<file path="config.mk">
export PLATFORM = sky130hd
export DESIGN_NAME = micro_sequencer
export DESIGN_NICKNAME = d
export VERILOG_FILES = /design/src/rtl/micro_sequencer.sv
export SDC_FILE = /design/constraint.sdc
export NUM_CORES = 1
export LEC_CHECK = 0
export CAP_MARGIN = 40
export CELL_PAD_IN_SITES_DETAIL_PLACEMENT = 0
export CELL_PAD_IN_SITES_GLOBAL_PLACEMENT = 1
export CORE_MARGIN = 5
export CORE_UTILIZATION = 38
export CTS_BUF_LIST = sky130_fd_sc_hd__clkbuf_8
export CTS_CLUSTER_DIAMETER = 200
export DETAILED_ROUTE_END_ITERATION = 12
export PLACE_DENSITY_LB_ADDON = 0.1
export SETUP_SLACK_MARGIN = 0.3
export SLEW_MARGIN = 10
export SYNTH_ARGS = -nofsm -noshare
export SYNTH_HDL_FRONTEND = slang
export SYNTH_SLANG_ARGS = --single-unit
</file>
<file path="constraint.sdc">
create_clock -name clk -period 2.4 [get_ports clk]
set_clock_uncertainty 0.05 [all_clocks]
set_input_delay 0.48 -clock clk [delete_from_list [all_inputs] [get_ports clk]]
set_output_delay 0.48 -clock clk [all_outputs]
set_load 0.05 [all_outputs]
</file>
<file path="src/rtl/micro_sequencer.sv">
// micro_sequencer: next-address controller for the microprogrammed control
// unit. Owns the control address register (CAR), the T-step counter, the
// micro-return stack and RUN/HALT handling.
//
// Interface timing: seq_op/seq_target/cond_* are combinational from the
// microword at the current car. Every state change lands on the next rising
// edge, so each microword executes for exactly one cycle. All outputs are
// taken straight from registers, with no input-to-output combinational path.
module micro_sequencer #(
  parameter int CADDR_WIDTH  = 10,
  parameter int OPCODE_WIDTH = 8,
  parameter int FETCH_ADDR   = 0,
  parameter int MAP_OFFSET   = 4,
  parameter int STACK_DEPTH  = 4
) (
  input  logic                    clk,
  input  logic                    reset,
  input  logic                    hlt,
  input  logic [2:0]              seq_op,
  input  logic [CADDR_WIDTH-1:0]  seq_target,
  input  logic [1:0]              cond_sel,
  input  logic                    cond_inv,
  input  logic [3:0]              status,
  input  logic [OPCODE_WIDTH-1:0] opcode,
  output logic [CADDR_WIDTH-1:0]  car,
  output logic [3:0]              T,
  output logic                    halted,
  output logic                    ctrl_en,
  output logic                    stack_err
);

  // The pointer needs one extra bit so that "full" (== STACK_DEPTH) is representable.
  localparam int IW = $clog2(STACK_DEPTH);
  localparam int PW = IW + 1;
  localparam logic [CADDR_WIDTH-1:0] FETCH_CAR = CADDR_WIDTH'(FETCH_ADDR);

  typedef enum logic {
    ST_RUN  = 1'b0,
    ST_HALT = 1'b1
  } state_t;

  typedef enum logic [2:0] {
    OP_NEXT   = 3'd0,
    OP_JUMP   = 3'd1,
    OP_BRANCH = 3'd2,
    OP_MAP    = 3'd3,
    OP_FETCH  = 3'd4,
    OP_CALL   = 3'd5,
    OP_RET    = 3'd6,
    OP_HOLD   = 3'd7
  } seq_op_t;

  state_t                 state_q, state_d;
  logic [CADDR_WIDTH-1:0] car_q, car_d;
  logic [3:0]             t_q, t_d;
  logic [PW-1:0]          sp_q, sp_d;
  logic                   stack_err_q, stack_err_d;
  logic [CADDR_WIDTH-1:0] stack_q [STACK_DEPTH];
  logic [CADDR_WIDTH-1:0] stack_d [STACK_DEPTH];

  logic [CADDR_WIDTH-1:0] car_inc;
  logic [3:0]             t_sat;
  logic                   stack_full;
  logic                   stack_empty;
  logic [IW-1:0]          top_idx;
  logic                   cond;

  // Shared helpers: wrapped increment, saturating T step, stack status, branch condition.
  always_comb begin
    car_inc     = car_q + CADDR_WIDTH'(1);
    t_sat       = (t_q == 4'hF) ? t_q : t_q + 4'd1;
    stack_full  = (sp_q == PW'(STACK_DEPTH));
    stack_empty = (sp_q == '0);
    top_idx     = IW'(sp_q - PW'(1));
    cond        = status[cond_sel] ^ cond_inv;
  end

  // Next-state, next-address, T counter and stack update.
  always_comb begin
    state_d     = state_q;
    car_d       = car_q;
    t_d         = t_q;
    sp_d        = sp_q;
    stack_err_d = stack_err_q;
    stack_d     = stack_q;
    case (state_q)
      ST_RUN: begin
        case (seq_op_t'(seq_op))
          OP_NEXT: begin
            car_d = car_inc;
            t_d   = t_sat;
          end
          OP_JUMP: begin
            car_d = seq_target;
            t_d   = t_sat;
          end
          OP_BRANCH: begin
            car_d = cond ? seq_target : car_inc;
            t_d   = t_sat;
          end
          OP_MAP: begin
            // Zero-extend the opcode, add the ROM base, and wrap to the CAR width.
            car_d = CADDR_WIDTH'(opcode) + CADDR_WIDTH'(MAP_OFFSET);
            t_d   = t_sat;
          end
          OP_FETCH: begin
            car_d = FETCH_CAR;
            t_d   = 4'd0;
            // hlt is only honoured here, so the current instruction always completes.
            if (hlt) state_d = ST_HALT;
          end
          OP_CALL: begin
            t_d = t_sat;
            if (!stack_full) begin
              stack_d[sp_q[IW-1:0]] = car_inc;
              sp_d                  = sp_q + PW'(1);
              car_d                 = seq_target;
            end else begin
              car_d       = car_inc;
              stack_err_d = 1'b1;
            end
          end
          OP_RET: begin
            if (!stack_empty) begin
              car_d = stack_q[top_idx];
              sp_d  = sp_q - PW'(1);
              t_d   = t_sat;
            end else begin
              // Underflow restarts the instruction cycle.
              car_d       = FETCH_CAR;
              t_d         = 4'd0;
              stack_err_d = 1'b1;
            end
          end
          OP_HOLD: begin
            car_d = car_q;
            t_d   = t_q;
          end
          default: begin
            car_d = car_q;
            t_d   = t_q;
          end
        endcase
      end
      ST_HALT: begin
        // Park on the fetch routine and keep the stack as it is.
        car_d = FETCH_CAR;
        t_d   = 4'd0;
        if (!hlt) state_d = ST_RUN;
      end
      default: begin
        state_d = ST_RUN;
        car_d   = FETCH_CAR;
        t_d     = 4'd0;
      end
    endcase
  end

  // State registers; synchronous reset has priority and empties the stack.
  always_ff @(posedge clk) begin
    if (reset) begin
      state_q     <= ST_RUN;
      car_q       <= FETCH_CAR;
      t_q         <= 4'd0;
      sp_q        <= '0;
      stack_err_q <= 1'b0;
      for (int i = 0; i < STACK_DEPTH; i++) stack_q[i] <= '0;
    end else begin
      state_q     <= state_d;
      car_q       <= car_d;
      t_q         <= t_d;
      sp_q        <= sp_d;
      stack_err_q <= stack_err_d;
      stack_q     <= stack_d;
    end
  end

  // Outputs are direct decodes of registered state.
  always_comb begin
    car       = car_q;
    T         = t_q;
    halted    = (state_q == ST_HALT);
    ctrl_en   = (state_q != ST_HALT);
    stack_err = stack_err_q;
  end

endmodule
</file>
* Word level (Yosys, flattened, before mapping)
Index checks and enable logic that the tools add are counted.
Operators by class: add/sub/neg operators 5, order comparisons 4, eq/ne operators 14, muxes and demuxes 26, bitwise operators 5, reductions and logical operators 8
Operator list (number):
- $pmux 10 s7 | 1
- $mux 10 | 6
- $bwmux 40 | 1
- $bmux 10 s2 | 1
- $demux 10 s2 | 1
- $pmux 10 s2 | 1
- $eq 3x3->1 const B | 5
- $pmux 4 s3 | 1
- $add 10x1->10 const B | 1
- $ne 2x2->1 const B | 5
- $add 8x3->9 const B | 1
- $mux 4 | 2
- $pmux 4 s2 | 1
- $reduce_and 4->1 | 2
- $eq 3x2->1 const B | 2
- $ge 3x3->1 const B | 2
- $logic_not 3->1 | 2
- $mux 3 | 2
- $not 2->3 | 2
- $pmux 3 s2 | 1
- $mux 1 | 5
- $reduce_or 5->1 | 1
- $add 4x1->4 const B | 1
- $eq 4x4->1 const B | 1
- other kinds (12) | 14
Storage, ports and cells: flip-flop bits (word level) 59, output and inout port bits 17, word-level logic and storage cells 71

* Longest topological paths before layout
Gate-level depths: netlist of the first run.
depth after elaboration 8, mapped depth 10, mapped depth without buffers 8

* Least setup slack after synthesis of the first run
Ideal clock, no wire load.
path type reg2reg, from register sp_q[0], to register car_q[1], in the netlist car[1], arrival 2.418 ns, required time 2.228 ns, slack -0.190 ns, cell stages (with the launch flop) 9, cells stage by stage dfxtp_1 > buf_2 > inv_1 > ha_1 > clkbuf_1 > mux4_2 > a222oi_1 > o21ai_0 > a221o_1
On the way: word-level cells in the longest chain between the ends 8, elaborated cells on any way between the ends 11, classes of those cells add/sub: 1; eq/ne: 1; mux: 7; bitwise: 1; reduce/logical: 1
RTL lines:
- start, declared | line 56 | logic [PW-1:0] sp_q, sp_d;
- start signal, assigned | line 172 | sp_q <= sp_d;
- $sub 3x1->3
- net top_idx[0] | line 65 | logic [IW-1:0] top_idx;
- $not 2->3 (not written as such) | line 125 | car_d = stack_q[top_idx];
- $bmux 10 s2 | line 125
- $mux 10 (not written as such) (2 in a row) | line 125
- $mux 10 | line 124 | if (!stack_empty) begin
- $pmux 10 s7 | line 88 | case (seq_op_t'(seq_op))
- $pmux 10 s2 | line 86 | case (state_q)
- end signal, assigned | line 170 | car_q <= car_d;
- end, declared | line 54 | logic [CADDR_WIDTH-1:0] car_q, car_d;
The timed path passes the listed nets, and every way through them passes these cells. The select of a mux whose other input is x is not followed. A chain may end at the register's enable or synchronous reset.

* Final worst setup path of the first run
Same ends and word-level chain as after synthesis.

==> impl_metrics.py, run 1 <==
metrics = {
    "global_route": {
        "grt_pass1_vias": 2777,
        "globalRouteOverflowTotal": 0,
        "grt_pass1_wl_um": 14600,
        "track_usage_pct": 18.5,
        "antenna_found_initial": 0,
        "grt_max_degree": 48,
    },
    "critical_path": {
        "critPathKind": "flip-flop to flip-flop",
        "end_kind": "flip-flop",
        "startpoint_type": "flip-flop",
        "crit_slowest_cell": "a222oi_1",
        "crit_chain": "inv_2, ha_4, mux4_2, a222oi_1, buf_4, o21ai_1, a221o_1",
        "arrival_ns": 2.26,
        "worst_ep_required_time_ns": 2.58,
        "crit_path_max_fanout": 4,
        "rrSetupSlack_ns": 0.32,
        "critPathMaxStageDelay_ns": 0.39,
        "r2r_end": "car[1]$_SDFFE_PP0P_",
        "rr_worst_depth": 7,
        "regToRegStartpoint": "sp_q[0]$_SDFFE_PP0P_",
    },
    "timing": {
        "fmax_mhz": 481,
        "finalHoldViolations": 0,
        "tightestPinTransition_ns": 0.656,
        "setup_viol": 0,
        "slew_headroom_pct": 56.1,
        "fin_crit_sh_pct": 86.6,
        "whs_ns": 0.434,
        "rsz0062_at_grt": "yes",
        "period_needed_ns": 2.08,
        "timing.final.max_slew_violations": 0,
    },
    "layout": {
        "area_growth_pct": 36.5,
        "utilization_pct": 52.5,
        "num_antenna_cells": 0,
        "drive_above_1_share_pct": 22.0,
        "fin_nets": 465,
        "fill_cells": 811,
        "final_area_um2": 4270,
        "seqCellArea_um2": 1180,
        "multiInputGateArea_um2": 1870,
    },
    "power_and_ir_drop": {
        "pwr-share-clk_pct": 35.0,
        "seqPwrFrac_pct": 41.8,
        "vdd_drop_max_mv": 0.462,
        "leakagePower_nw": 1.65,
        "power_per_cell_area_nw_per_um2": 600,
        "combPwrFrac_pct": 23.2,
        "intPower_w": 0.00177,
        "power_switching_share_pct": 31.0,
        "p_switching_w": 0.000795,
    },
    "yosys": {
        "ys_async_sr_fraction_pct": 0,
        "synth_compound_area_share_pct": 20.6,
        "synth_top_family_by_area": "compound AO/OA/AOI/OAI gates",
        "yosysTopAreaCell": "dfxtp_1",
        "synth.avg_cell_area_um2": 9.09,
        "synth_top_area_share_pct": 37.8,
        "synth_mux_area_share_pct": 10.8,
        "yosys-top-cells-area": "dfxtp_1, a211oi_1, mux4_2",
        "yosys.area_share.simple_pct": 16.8,
        "yosys_warnings": 0,
        "synthFlopType": "dfxtp_1",
        "synthAdderAreaFrac_pct": 3.20,
        "synth_nets": 383,
        "netlist_area_um2": 3130,
        "synth_xor_xnor_area_share_pct": 5.28,
        "synth-seq-cells": 59,
        "synth_cell_type_count": 41,
        "ys_seq_area_share_pct": 37.8,
        "synth_edf_count": 0,
        "synth_cells": 344,
    },
    "drt": {
        "firstDrtPassIters": 4,
        "drtAntennaViolNets": 0,
        "drtIter0Drc": 132,
        "drc": 0,
        "wl_um": 8970,
        "avgRoutedWirePerCell_um": 16.7,
        "vias": 2853,
        "viasPerCell": 5.32,
    },
    "clock_network": {
        "cts_sinks": 59,
        "cts-root-buf": "clkbuf_8",
        "htree_levels": 3,
        "clockBufferDepth": 2,
        "cts_tree": "yes",
        "cts_buffers": 9,
        "clkSlewWorstSetupHoldPaths_ns": 0.07,
        "clock_latency_ns": 0.34,
        "holdBufCountCts": 0,
    },
    "worst_hold_path": {
        "worstHoldStart": "stack_err$_SDFFE_PP0P_",
        "min_path_cells": 2,
        "hold_path_end": "stack_err$_SDFFE_PP0P_",
        "hold_class": "flip-flop to flip-flop",
    },
    "placement": {
        "io_buffers": 47,
        "gp_congestion": 0.900,
        "post-dp-hpwl_um": 6840,
        "dpl_cell_area_um2": 3930,
    },
    "floorplan": {
        "die_w_um": 101,
        "core-area_um2": 8130,
        "dieHeight_um": 101,
        "io_pins": 48,
        "dieArea_um2": 10100,
        "row_count": 33,
        "start_util_pct": 38.4,
    },
    "run_status": {
        "status": "completed",
    },
    "job": {
        "maxCapViolCount": 0,
    },
}
==> worst max path at each step <==
stage               cells after the start  slack, ns                 start                   to
floorplan                               7       0.26   car[1]$_SDFFE_PP0P_  car[6]$_SDFFE_PP0P_
global placement                        6      -0.26           cond_sel[0]  car[8]$_SDFFE_PP0P_
detailed placement                      6      -0.29           cond_sel[0]  car[8]$_SDFFE_PP0P_
CTS                                     7       0.30  sp_q[0]$_SDFFE_PP0P_  car[1]$_SDFFE_PP0P_
global route                            7       0.26  sp_q[0]$_SDFFE_PP0P_  car[1]$_SDFFE_PP0P_
finish                                  7       0.32  sp_q[0]$_SDFFE_PP0P_  car[1]$_SDFFE_PP0P_
==> cells in the final DEF (no fill, tap or decap), drive strengths merged, types with 9 or more instances in the layout <==
master	instances
dfxtp	59
nor2	57
buf	46
a211oi	35
clkdlybuf4s50	25
dlygate4sd2	18
inv	16
nand2	14
o21ai	13
xnor2	12
mux4	11
nand3	9
clkbuf	9
a21oi	9
==> final cells by class <==
type | instances | share of cell area (%)
Multi-Input combinational cell | 250 | 43.7
Sequential cell | 59 | 27.8
Timing Repair Buffer | 93 | 19.8
Tap cell | 105 | 3.08
Clock buffer | 9 | 2.90
Clock inverter | 7 | 1.64
Inverter | 13 | 1.14
==> power by group through the flow <==
stage	clock network, W	logic, W	registers (W)
floorplan	0	0.000254	0.00117
finish	0.000896	0.000595	0.00107
global route	0.000975	0.000638	0.00108
CTS	0.000925	0.000581	0.00107
global placement	0	0.000554	0.00109
detailed placement	0	0.000555	0.00109
==> sequential cells by signal (all words and copies together) (netlist names) <==
name       flops
sp_q           3
T              4
stack_err      1
car           10
halted         1
stack_q       40
==> per-layer routing <==
metal  GRT usage, %  wire length (um)  vias to the layer above
li1               -                 -                     1435
met1           24.8              4110                     1344
met2           29.9              4360                       65
met3           4.50               429                        9
met4           4.25                76                        0
met5              0                 0                        -
==> worst max-delay path, delay by kind of cell (launching register included) <==
family	cells	cell delay [ns]
buffers and inverters	2	0.23
multiplexers	1	0.33
adder cells (fa/ha/maj)	1	0.29
flip-flops	1	0.36
AO/OA/AOI/OAI	3	0.71
==> cells by family (layout without fill, tap and decap cells) <==
family | after synthesis | count (layout)
and+or+nand+nor | 115 | 115
AOI/OAI and AO/OA | 89 | 89
DFF | 59 | 59
buffers and inverters | 35 | 122
muxes | 20 | 20
xor gates and xnor gates | 18 | 18
adders and majority gates | 8 | 8
==> stage by stage <==
| step | worst slack (ns) | std cells | TNS [ns] | power, W |
|---|---|---|---|---|
| after detailed placement | -0.290 | 512 | -2.44 | 0.00165 |
| after global placement | -0.259 | 512 | -2.13 | 0.00164 |
| after CTS | 0.303 | 535 | 0 | 0.00257 |
| final | 0.321 | 536 | 0 | 0.00256 |
| after global routing | 0.264 | 536 | 0 | 0.00269 |
| after floorplan | 0.262 | 344 | 0 | 0.00142 |
==> cell usage after synthesis (all sizes together), types with 2 or more instances <==
master   n
dfxtp   59
nor2    57
a211oi  35
buf     14
nand2   14
inv     13
o21ai   13
xnor2   12
mux4    11
a21oi    9
nand3    9
clkbuf   8
ha       8
mux2i    8
nor3     8
and2     6
nand2b   6
xor2     6
a221o    5
a222oi   5
and3     5
a22oi    4
a31oi    4
nand3b   3
o22ai    3
a221oi   2
nand4    2
nor3b    2
o21a     2
or2      2
==> what timing repair did <==
item	in CTS	in global routing
buffers inserted	7	1
gates resized for setup	32	16
pin swaps	9	6
setup endpoints to repair	23	39
Note: power is estimated with default switching activity, not from simulation.
==> run 2: changes to the inputs <==
--- a/config.mk
+++ b/config.mk
@@ -14,4 +14,5 @@
 export CTS_CLUSTER_DIAMETER = 200
 export DETAILED_ROUTE_END_ITERATION = 12
+export GPL_TIMING_DRIVEN = 0
 export PLACE_DENSITY_LB_ADDON = 0.1
 export SETUP_SLACK_MARGIN = 0.3
--- a/constraint.sdc
+++ b/constraint.sdc
@@ -3,3 +3,3 @@
 set_input_delay 0.48 -clock clk [delete_from_list [all_inputs] [get_ports clk]]
 set_output_delay 0.48 -clock clk [all_outputs]
-set_load 0.05 [all_outputs]
+set_load 0.1 [all_outputs]
==> run 2 against run 1 <==
Against the previous run:
- clock power is 8.6% higher
- count of clock-buffer cells in the layout stayed put
- sequential power about the same
- flip-flop and latch count stayed put
- final cell count increased by 0.93%
- via count is 3.5% higher
- die area is the same
- final area is 7.5% higher
==> impl_metrics.py, run 2 (synthesis results as in run 1) <==
metrics = {
    "drt": {
        "met3_length_um": 429,
        "wl_um": 9570,
        "vias": 2952,
        "drt-met1-wl_um": 4410,
        "firstDrtPassIters": 7,
        "viasPerCell": 5.46,
        "wl_met2_um": 4590,
        "drc": 0,
        "avgRoutedWirePerCell_um": 17.7,
        "top_layer": "met4",
        "drtAntennaViolNets": 0,
        "drtIter0Drc": 122,
    },
    "timing": {
        "rsz0062_at_grt": "yes",
        "fin_setup_tns_ns": 0,
        "timing.final.max_slew_violations": 0,
        "slew_headroom_pct": 47.4,
        "fmax_mhz": 465,
        "tightestPinTransition_ns": 0.786,
        "fin_crit_sh_pct": 89.6,
        "setup_viol": 0,
        "finalHoldViolations": 0,
        "period_needed_ns": 2.15,
    },
    "floorplan": {
        "row_count": 33,
        "core-area_um2": 8130,
        "start_util_pct": 38.4,
        "io_pins": 48,
        "dieHeight_um": 101,
        "die_w_um": 101,
        "dieArea_um2": 10100,
    },
    "layout": {
        "fin_nets": 470,
        "largest_reg_flops": 40,
        "fill_cells": 746,
        "seqCellArea_um2": 1200,
        "final_common_cell": "nor2_1",
        "area_growth_pct": 46.7,
        "drive_above_1_share_pct": 26.1,
        "num_antenna_cells": 0,
        "multiInputGateArea_um2": 1970,
        "regMostFlops": "stack_q",
        "final_area_um2": 4590,
        "utilization_pct": 56.4,
        "mostFrequentLayoutCells": "nor2_1, dfxtp_1, clkdlybuf4s50_1",
    },
    "clock_network": {
        "holdBufCountCts": 0,
        "clock_latency_ns": 0.34,
        "clockBufferDepth": 2,
        "cts_buffers": 9,
        "cts_sinks": 59,
        "cts_tree": "yes",
        "htree_levels": 3,
        "cts-root-buf": "clkbuf_8",
        "clkSlewWorstSetupHoldPaths_ns": 0.08,
    },
    "power_and_ir_drop": {
        "power_per_cell_area_nw_per_um2": 617,
        "leakagePower_nw": 1.64,
        "vdd_drop_max_mv": 0.413,
    },
    "global_route": {
        "globalRouteOverflowTotal": 0,
        "antenna_found_initial": 0,
        "grt_max_degree": 14,
        "grt_pass1_wl_um": 15300,
        "grt_pass1_vias": 2856,
        "track_usage_pct": 19.5,
    },
    "critical_path": {
        "crit_path_max_fanout": 3,
        "worstPathBufferInverterCount": 3,
        "end_kind": "flip-flop",
        "crit_slowest_cell": "a222oi_1",
        "arrival_ns": 2.33,
        "rr_worst_depth": 8,
        "critPathKind": "flip-flop to flip-flop",
        "critPathMaxStageDelay_ns": 0.44,
        "worst_ep_required_time_ns": 2.58,
        "path_delay_family": "compound AO/OA/AOI/OAI gates",
        "crit_chain": "buf_12, inv_6, ha_4, buf_8, mux4_2, a222oi_1, o21ai_1, a221o_1",
        "worst-path-stages": 8,
        "startpoint_type": "flip-flop",
    },
    "worst_hold_path": {
        "min_path_cells": 2,
        "hold_class": "flip-flop to flip-flop",
    },
    "job": {
        "maxCapViolCount": 0,
    },
    "placement": {
        "dpl_cell_area_um2": 4010,
        "post-dp-hpwl_um": 6880,
        "gp_congestion": 0.812,
        "io_buffers": 46,
    },
    "run_status": {
        "status": "completed",
    },
}
==> run 2: changes by cell type in the layout (fill, tap and decap cells not counted), sizes merged <==
| cell | change |
|---|---|
| clkinv | +2 |
| inv | -1 |
| clkbuf | +9 |
| clkdlybuf4s15 | +4 |
| dlymetal6s2s | -4 |
| clkdlybuf4s50 | +14 |
| clkinvlp | -1 |
| buf | -2 |
| dlygate4sd2 | -16 |
==> run 2: area by class of cell <==
class | instances | share of cell area (%)
multi-input combinational | 250 | 42.9
sequential | 59 | 26.3
timing repair buffer | 76 | 17.6
buffer | 22 | 4.53
tap | 105 | 2.86
clock buffer | 9 | 2.70
clock inverter | 7 | 1.85
inverter | 13 | 1.25
==> run 2: power by group <==
group	internal [W]	leakage [nW]	switching (W)
combinational	0.000335	1.05	0.000450
clock	0.000499	0.106	0.000474
sequential	0.00102	0.484	0.0000474
total	0.00186	1.64	0.000972
==> run 2: repair_timing <==
| action | 4_1_cts | 5_1_grt |
|---|---|---|
| setup buffers | 5 | 8 |
| endpoints found under the setup margin | 54 | 52 |
| resized for setup | 39 | 38 |
| pin swaps | 5 | 14 |
==> run 2: final timing paths <==
path,startpoint,endpoint,slack (ns)
worst min register to register,stack_err$_SDFFE_PP0P_,stack_err$_SDFFE_PP0P_,0.44
worst max-delay path,sp_q[0]$_SDFFE_PP0P_,car[1]$_SDFFE_PP0P_,0.25
worst min-delay path,stack_err$_SDFFE_PP0P_,stack_err$_SDFFE_PP0P_,0.44
worst max register to register,sp_q[0]$_SDFFE_PP0P_,car[1]$_SDFFE_PP0P_,0.25
==> run 2: tightest hold or removal path, delay by kind of cell, from the launching register on <==
kind / cells / cell delay (ns)
AO/OA/AOI/OAI: 1 / 0.05
AND/OR/NAND/NOR: 1 / 0.07
flip-flops: 1 / 0.35
==> run 2: stage by stage <==
| step | setup WS, ns | cells | total power [W] | hold WS (ns) |
|---|---|---|---|---|
| 2_1_floorplan | 0.243 | 344 | 0.00151 | 0.405 |
| 3_3_place_gp | -0.530 | 495 | 0.00171 | 0.426 |
| 3_5_place_dp | -0.501 | 512 | 0.00179 | 0.427 |
| 4_1_cts | 0.236 | 533 | 0.00281 | 0.447 |
| 5_1_grt | 0.233 | 541 | 0.00295 | 0.469 |
| 6_report | 0.249 | 541 | 0.00283 | 0.444 |
==> run 2: metal layers <==
metal	track usage, %	up-vias
met1	26.8	1426
met2	30.9	68
met4	6.63	0
li1	-	1448
met3	3.53	10
met5	0	-
